File: src/rtl/rou_axil_loader.sv
// AXI-Lite write slave that loads the per-stage root-of-unity tables.
// Each host write is decoded into {stage, entry, half-column} and emitted as a
// one-cycle strobe that every per-stage ROU buffer sees; buffers qualify it
// with rou_stage. Reads return a count of accepted (legal) table writes.
module rou_axil_loader #(
    parameter int STAGE_NUM    = 12,
    parameter int STAGE_W      = 4,
    parameter int ENTRY_ADDR_W = 11,
    parameter int WE_W         = 16,
    parameter int DATA_W       = 32
) (
    input  logic                    clk,
    input  logic                    rstn,
    // write address
    input  logic [31:0]             s_awaddr,
    input  logic                    s_awvalid,
    output logic                    s_awready,
    // write data
    input  logic [DATA_W-1:0]       s_wdata,
    input  logic [3:0]              s_wstrb,
    input  logic                    s_wvalid,
    output logic                    s_wready,
    // write response
    output logic [1:0]              s_bresp,
    output logic                    s_bvalid,
    input  logic                    s_bready,
    // read address
    input  logic [31:0]             s_araddr,
    input  logic                    s_arvalid,
    output logic                    s_arready,
    // read data
    output logic [DATA_W-1:0]       s_rdata,
    output logic [1:0]              s_rresp,
    output logic                    s_rvalid,
    input  logic                    s_rready,
    // ROU buffer write strobe
    output logic [STAGE_W-1:0]      rou_stage,
    output logic [ENTRY_ADDR_W-1:0] rou_addr,
    output logic [WE_W-1:0]         rou_we,
    output logic [DATA_W-1:0]       rou_din
);

    localparam int HALF_W    = $clog2(WE_W);
    localparam int ENTRY_LSB = 2 + HALF_W;
    localparam int STAGE_LSB = ENTRY_LSB + ENTRY_ADDR_W;
    localparam int ADDR_USED = STAGE_LSB + STAGE_W;
    localparam logic [STAGE_W:0] STAGE_LIM = STAGE_NUM[STAGE_W:0];
    localparam logic [1:0] RESP_OKAY   = 2'b00;
    localparam logic [1:0] RESP_SLVERR = 2'b10;

    typedef enum logic [1:0] {IDLE, WRITE, RESP} state_t;

    state_t                  state_q, state_d;
    logic                    en_q;        // holds all readies low until the first cycle out of reset
    logic                    aw_got_q, w_got_q;
    logic                    b_done_q;    // B already handshaken in the WRITE cycle
    logic [1:0]              off_q;
    logic [HALF_W-1:0]       half_q;
    logic [ENTRY_ADDR_W-1:0] entry_q;
    logic [STAGE_W-1:0]      stage_q;
    logic [DATA_W-1:0]       wdata_q;
    logic [3:0]              wstrb_q;
    logic [31:0]             wr_cnt;
    logic                    rvalid_q;
    logic [DATA_W-1:0]       rdata_q;

    logic aw_open, w_open, aw_hs, w_hs, ar_hs;
    logic legal, cnt_inc;
    logic [WE_W-1:0] we_onehot;

    // Upper address bits and the read address carry no information.
    logic unused_bits;
    assign unused_bits = (^s_araddr) ^ (^s_awaddr[31:ADDR_USED]);

    assign aw_open = en_q && (state_q == IDLE) && !aw_got_q;
    assign w_open  = en_q && (state_q == IDLE) && !w_got_q;
    assign aw_hs   = s_awvalid && aw_open;
    assign w_hs    = s_wvalid && w_open;
    assign ar_hs   = s_arvalid && s_arready;

    assign s_awready = aw_open;
    assign s_wready  = w_open;
    assign s_arready = en_q && !rvalid_q;
    assign s_rvalid  = rvalid_q;
    assign s_rdata   = rdata_q;
    assign s_rresp   = RESP_OKAY;

    assign legal     = ({1'b0, stage_q} < STAGE_LIM) && (wstrb_q == 4'hF) && (off_q == 2'b00);
    assign we_onehot = WE_W'(1) << half_q;

    // Strobe payload comes straight from the latched request; it only matters while rou_we is set.
    assign rou_stage = stage_q;
    assign rou_addr  = entry_q;
    assign rou_din   = wdata_q;

    // Write FSM state register and the ready-enable flag.
    always_ff @(posedge clk or negedge rstn) begin
        if (!rstn) begin
            state_q  <= IDLE;
            en_q     <= 1'b0;
            b_done_q <= 1'b0;
        end else begin
            state_q  <= state_d;
            en_q     <= 1'b1;
            b_done_q <= (state_q == WRITE) && s_bready;
        end
    end

    // Next state plus the WRITE-cycle strobe and B channel.
    always_comb begin
        state_d  = state_q;
        rou_we   = '0;
        s_bvalid = 1'b0;
        s_bresp  = RESP_OKAY;
        cnt_inc  = 1'b0;
        case (state_q)
            IDLE: begin
                if ((aw_got_q || aw_hs) && (w_got_q || w_hs))
                    state_d = WRITE;
            end
            WRITE: begin
                s_bvalid = 1'b1;
                s_bresp  = legal ? RESP_OKAY : RESP_SLVERR;
                cnt_inc  = legal;
                if (legal)
                    rou_we = we_onehot;
                state_d = RESP;
            end
            RESP: begin
                // A response taken during WRITE must not be offered twice.
                s_bvalid = !b_done_q;
                s_bresp  = (legal && !b_done_q) ? RESP_OKAY :
                           (b_done_q ? RESP_OKAY : RESP_SLVERR);
                if (b_done_q || s_bready)
                    state_d = IDLE;
            end
            default: state_d = IDLE;
        endcase
    end

    // Latch AW and W independently; both flags drop as the write is issued.
    always_ff @(posedge clk or negedge rstn) begin
        if (!rstn) begin
            aw_got_q <= 1'b0;
            w_got_q  <= 1'b0;
            off_q    <= '0;
            half_q   <= '0;
            entry_q  <= '0;
            stage_q  <= '0;
            wdata_q  <= '0;
            wstrb_q  <= '0;
        end else begin
            if (aw_hs) begin
                aw_got_q <= 1'b1;
                off_q    <= s_awaddr[1:0];
                half_q   <= s_awaddr[2 +: HALF_W];
                entry_q  <= s_awaddr[ENTRY_LSB +: ENTRY_ADDR_W];
                stage_q  <= s_awaddr[STAGE_LSB +: STAGE_W];
            end else if (state_q == WRITE) begin
                aw_got_q <= 1'b0;
            end
            if (w_hs) begin
                w_got_q <= 1'b1;
                wdata_q <= s_wdata;
                wstrb_q <= s_wstrb;
            end else if (state_q == WRITE) begin
                w_got_q <= 1'b0;
            end
        end
    end

    // Count legal table writes; wraps naturally at 2**32.
    always_ff @(posedge clk or negedge rstn) begin
        if (!rstn)
            wr_cnt <= '0;
        else if (cnt_inc)
            wr_cnt <= wr_cnt + 32'd1;
    end

    // Read channel: snapshot the pre-increment counter on AR and hold until R is taken.
    always_ff @(posedge clk or negedge rstn) begin
        if (!rstn) begin
            rvalid_q <= 1'b0;
            rdata_q  <= '0;
        end else if (ar_hs) begin
            rvalid_q <= 1'b1;
            rdata_q  <= DATA_W'(wr_cnt);
        end else if (rvalid_q && s_rready) begin
            rvalid_q <= 1'b0;
        end
    end

endmodule
File: config.mk
export PLATFORM = sky130hd
export DESIGN_NAME = rou_axil_loader
export DESIGN_NICKNAME = d
export VERILOG_FILES = /design/src/rtl/rou_axil_loader.sv
export SDC_FILE = /design/constraint.sdc
export NUM_CORES = 1
export LEC_CHECK = 0
export CORE_MARGIN = 2
export CORE_UTILIZATION = 39
export CTS_CLUSTER_DIAMETER = 200
export DETAILED_ROUTE_END_ITERATION = 8
export MAX_ROUTING_LAYER = met4
export PLACE_DENSITY = 0.85
export SLEW_MARGIN = 40
export SYNTH_ARGS = -nofsm -noshare
export SYNTH_HDL_FRONTEND = slang
export SYNTH_SLANG_ARGS = --single-unit
File: constraint.sdc
create_clock -name clk -period 2.15 [get_ports clk]
set_input_delay 0.43 -clock clk [delete_from_list [all_inputs] [get_ports clk]]
set_output_delay 0.43 -clock clk [all_outputs]
set_load 0.05 [all_outputs]
==> out/results.txt <==
Run status -> complete, but fails checks
Violated checks -> setup timing
Post-route clock period utilization -> 1.27
Hold Startpoint -> wr_cnt[31]$_DFFE_PN0P_
Num ports -> 211
# diodes -> 0
Num CTS Buffers -> 17
Clock slew seen by the registers of the worst setup and hold paths -> 0.05 ns
Fin crit period -> 2.73 ns
Area of the multi-input gates -> 2290 um^2
Drt drc -> 0
Clock tree root driver cell -> clkbuf_16
Max-slew violations -> 0
Design Area, Final -> 8620 um^2
Synth Area per Inst -> 13.6 um^2
Reg area -> 3210 um^2
Reg2Reg Depth -> 9
Mapped Cells -> 394
Arr. time, crit path -> 2.30 ns
First-pass GRT wire length -> 20.3 mm
Setup TNS -> -7.27 ns
Die area -> 14700 um^2
Fin. Hold Viols -> 0
Netlist cell types -> 42
Gr usage total -> 0.187
Post-Route WL -> 12.7 mm
Yosys top cell by area -> dfrtp_1
Synth warnings -> 0
Max Cap Violations -> 0
CP required -> 1.72 ns
# fillers -> 954
Crit. End Element -> output port
Worst slew pin tran -> 0.554 ns
Pleak -> 3.91 nW
Clock latency on the worst-skew pair -> 0.42 ns
RSZ-0062 raised after global routing -> true
Worst Hold End -> wr_cnt[31]$_DFFE_PN0P_
Layout cells sized above 1 -> 0.367
Post-DRT Antenna Nets -> 0
Synthesized area -> 5350 um^2
CTS H-tree depth -> 4
Worst Setup Path Type -> reg -> out
Via count -> 3796
Die X -> 121 um
Area grow syn2layout -> 61.3%
Worst min path class -> reg -> reg
Setup violators final -> 20
WHS Path Cells -> 1
Largest net degree at the start of global routing -> 49
Routed length per instance -> 16.0 um
Power per Cell Area -> 1280 nW/um^2
R2R setup slack -> 0.05 ns
Total Nets Final -> 718
PortBufs -> 164
Clk sink count -> 128
Startpoint Class -> flip-flop
TritonCTS clock tree -> yes
Vias in the first global route -> 4040
Initial antenna violation count -> 0
Post-DP HPWL -> 9.02 mm
Die Height -> 121 um
Clock Tree Buf Depth -> 2
Starting Density -> 0.402
Placed inst area -> 7700 um^2
Core region area -> 13300 um^2
#FFs+latches synth -> 128
End of the worst register-to-register path -> wr_cnt[24]$_DFFE_PN0P_
Final GP Congestion -> 0.764
WHS -> 0.475 ns
Total grt overflow -> 0
Total power -> 0.0111 W
Site Rows -> 42
DR iter-0 viols -> 136
Post-synth top area share -> 0.599
Crit Path Max Fanout -> 4
Clock skew -> 0.00657 ns
Sequential share of the synthesized area -> 0.599
Synth top area cells -> dfrtp_1, mux2_2, xnor2_1
Peak supply drop -> 1.18 mV
Final worst setup slack -> -0.581 ns
Fmax achieved -> 0.366 GHz
Reg-to-Reg Start -> off_q[1]$_DFFE_PN0P_
Vias per cell -> 4.78
Relative slew margins -> 0.630
1st-pass router iterations -> 4
==> routing by layer <==
metal	vias up	part of all wire	track usage
met5	-	0	-
met4	0	0.016	0.0618
met3	23	0.058	0.0672
met2	121	0.52	0.303
met1	1892	0.41	0.216
li1	1760	-	-
==> synthesized netlist by cell type (all sizes together) <==
master and count:
nor2 26, nand4b 1, nor4 3, or3 1
dfrtp 128, nand3b 2, nand2b 4, nand4 8
buf 9, ha 5, xnor2 17, o21ai 12
nor3 8, o31a 1, or4 1, clkbuf 5
xor2 14, nor4b 2, nor2b 1, a21boi 1
nand3 8, nor3b 1, a31oi 2, conb 2
and2 4, nand2 25, inv 12, mux2 84
and3 7
==> flip-flops by register name (all words and copies together) (netlist names) <==
| register | flops |
|---|---|
| b_done_q | 1 |
| rou_din | 32 |
| rou_stage | 4 |
| wstrb_q | 4 |
| state_q | 2 |
| wr_cnt | 32 |
| aw_got_q | 1 |
| s_rvalid | 1 |
| half_q | 4 |
| w_got_q | 1 |
| en_q | 1 |
| off_q | 2 |
| s_rdata | 32 |
| rou_addr | 11 |
==> layout by cell type, fill, tap and decap left out, types with 4 or more instances in the layout <==
master / netlist / layout
xnor2_1: 17 / 17
conb_1: 2 / 4
xor2_1: 14 / 14
clkbuf_8: 0 / 5
and3_1: 5 / 5
o21ai_0: 12 / 12
inv_1: 11 / 9
nand2_1: 25 / 25
buf_4: 3 / 28
nand4_1: 4 / 4
nor2_4: 0 / 14
buf_12: 0 / 24
buf_6: 1 / 8
clkdlybuf4s50_1: 0 / 140
mux2_2: 84 / 84
nor2_1: 26 / 12
nand3_1: 7 / 6
dfrtp_1: 128 / 126
nor3_4: 1 / 5
clkbuf_16: 0 / 18
==> cell type report <==
class                           instances  area share
Timing Repair Buffer                  205       0.262
Tap cell                              176      0.0255
Clock buffer                           22      0.0573
Clock inverter                          9      0.0123
Inverter                               12     0.00580
Sequential cell                       128       0.372
Multi-Input combinational cell        242       0.266
==> stage by stage <==
step           utilization  instances  setup slack [ns]
3_3_place_gp         0.579        746            -0.229
4_1_cts              0.635        783            -0.651
3_5_place_dp         0.579        746            -0.281
5_1_grt              0.649        794            -0.640
6_report             0.649        794            -0.581
2_1_floorplan            -        396            -0.401
==> power by group <==
group | internal, W | leakage (nW) | switching [W]
Combinational | 0.00195 | 1.96 | 0.00282
Clock | 0.00185 | 0.290 | 0.00103
Sequential | 0.00302 | 1.66 | 0.000391
==> cell families after synthesis <==
family                     after synthesis  share of synthesized area
AOI/OAI and AO/OA                       16                     0.0166
xor gates and xnor gates                31                     0.0508
adders and majority gates                5                     0.0117
buffers and inverters                   26                     0.0227
DFF                                    128                      0.599
muxes                                   84                      0.177
other                                    2                    0.00140
and+or+nand+nor                        102                      0.121
==> worst max path at each step <==
stage / start / endpoint / slack (ns) / cells past startpoint
final: state_q[1]$_DFFE_PN0P_ / rou_we[0] / -0.58 / 7
after global routing: state_q[1]$_DFFE_PN0P_ / rou_we[0] / -0.64 / 7
after CTS: state_q[1]$_DFFE_PN0P_ / rou_we[0] / -0.65 / 7
after detailed placement: state_q[1]$_DFFE_PN0P_ / rou_we[0] / -0.28 / 7
after global placement: state_q[1]$_DFFE_PN0P_ / rou_we[0] / -0.23 / 7
after floorplan: state_q[1]$_DFFE_PN0P_ / rou_we[0] / -0.40 / 6
==> what timing repair did <==
item	CTS	global route
hold buffers	1	0
pin swaps	15	10
buffers inserted	9	12
endpoints found under the hold margin	35	0
resized for setup	18	15
endpoints found under the setup margin	21	26
gates cloned	0	1
==> worst max-delay path, cell delays in order, from the launching register on <==
cell and delay (ns):
dfrtp_1 0.39, inv_2 0.09, ha_4 0.13, inv_2 0.03, or4_4 0.48, or3_4 0.42
nor3_4 0.17, buf_12 0.16
No activity file was read; power rests on OpenSTA's default activity.
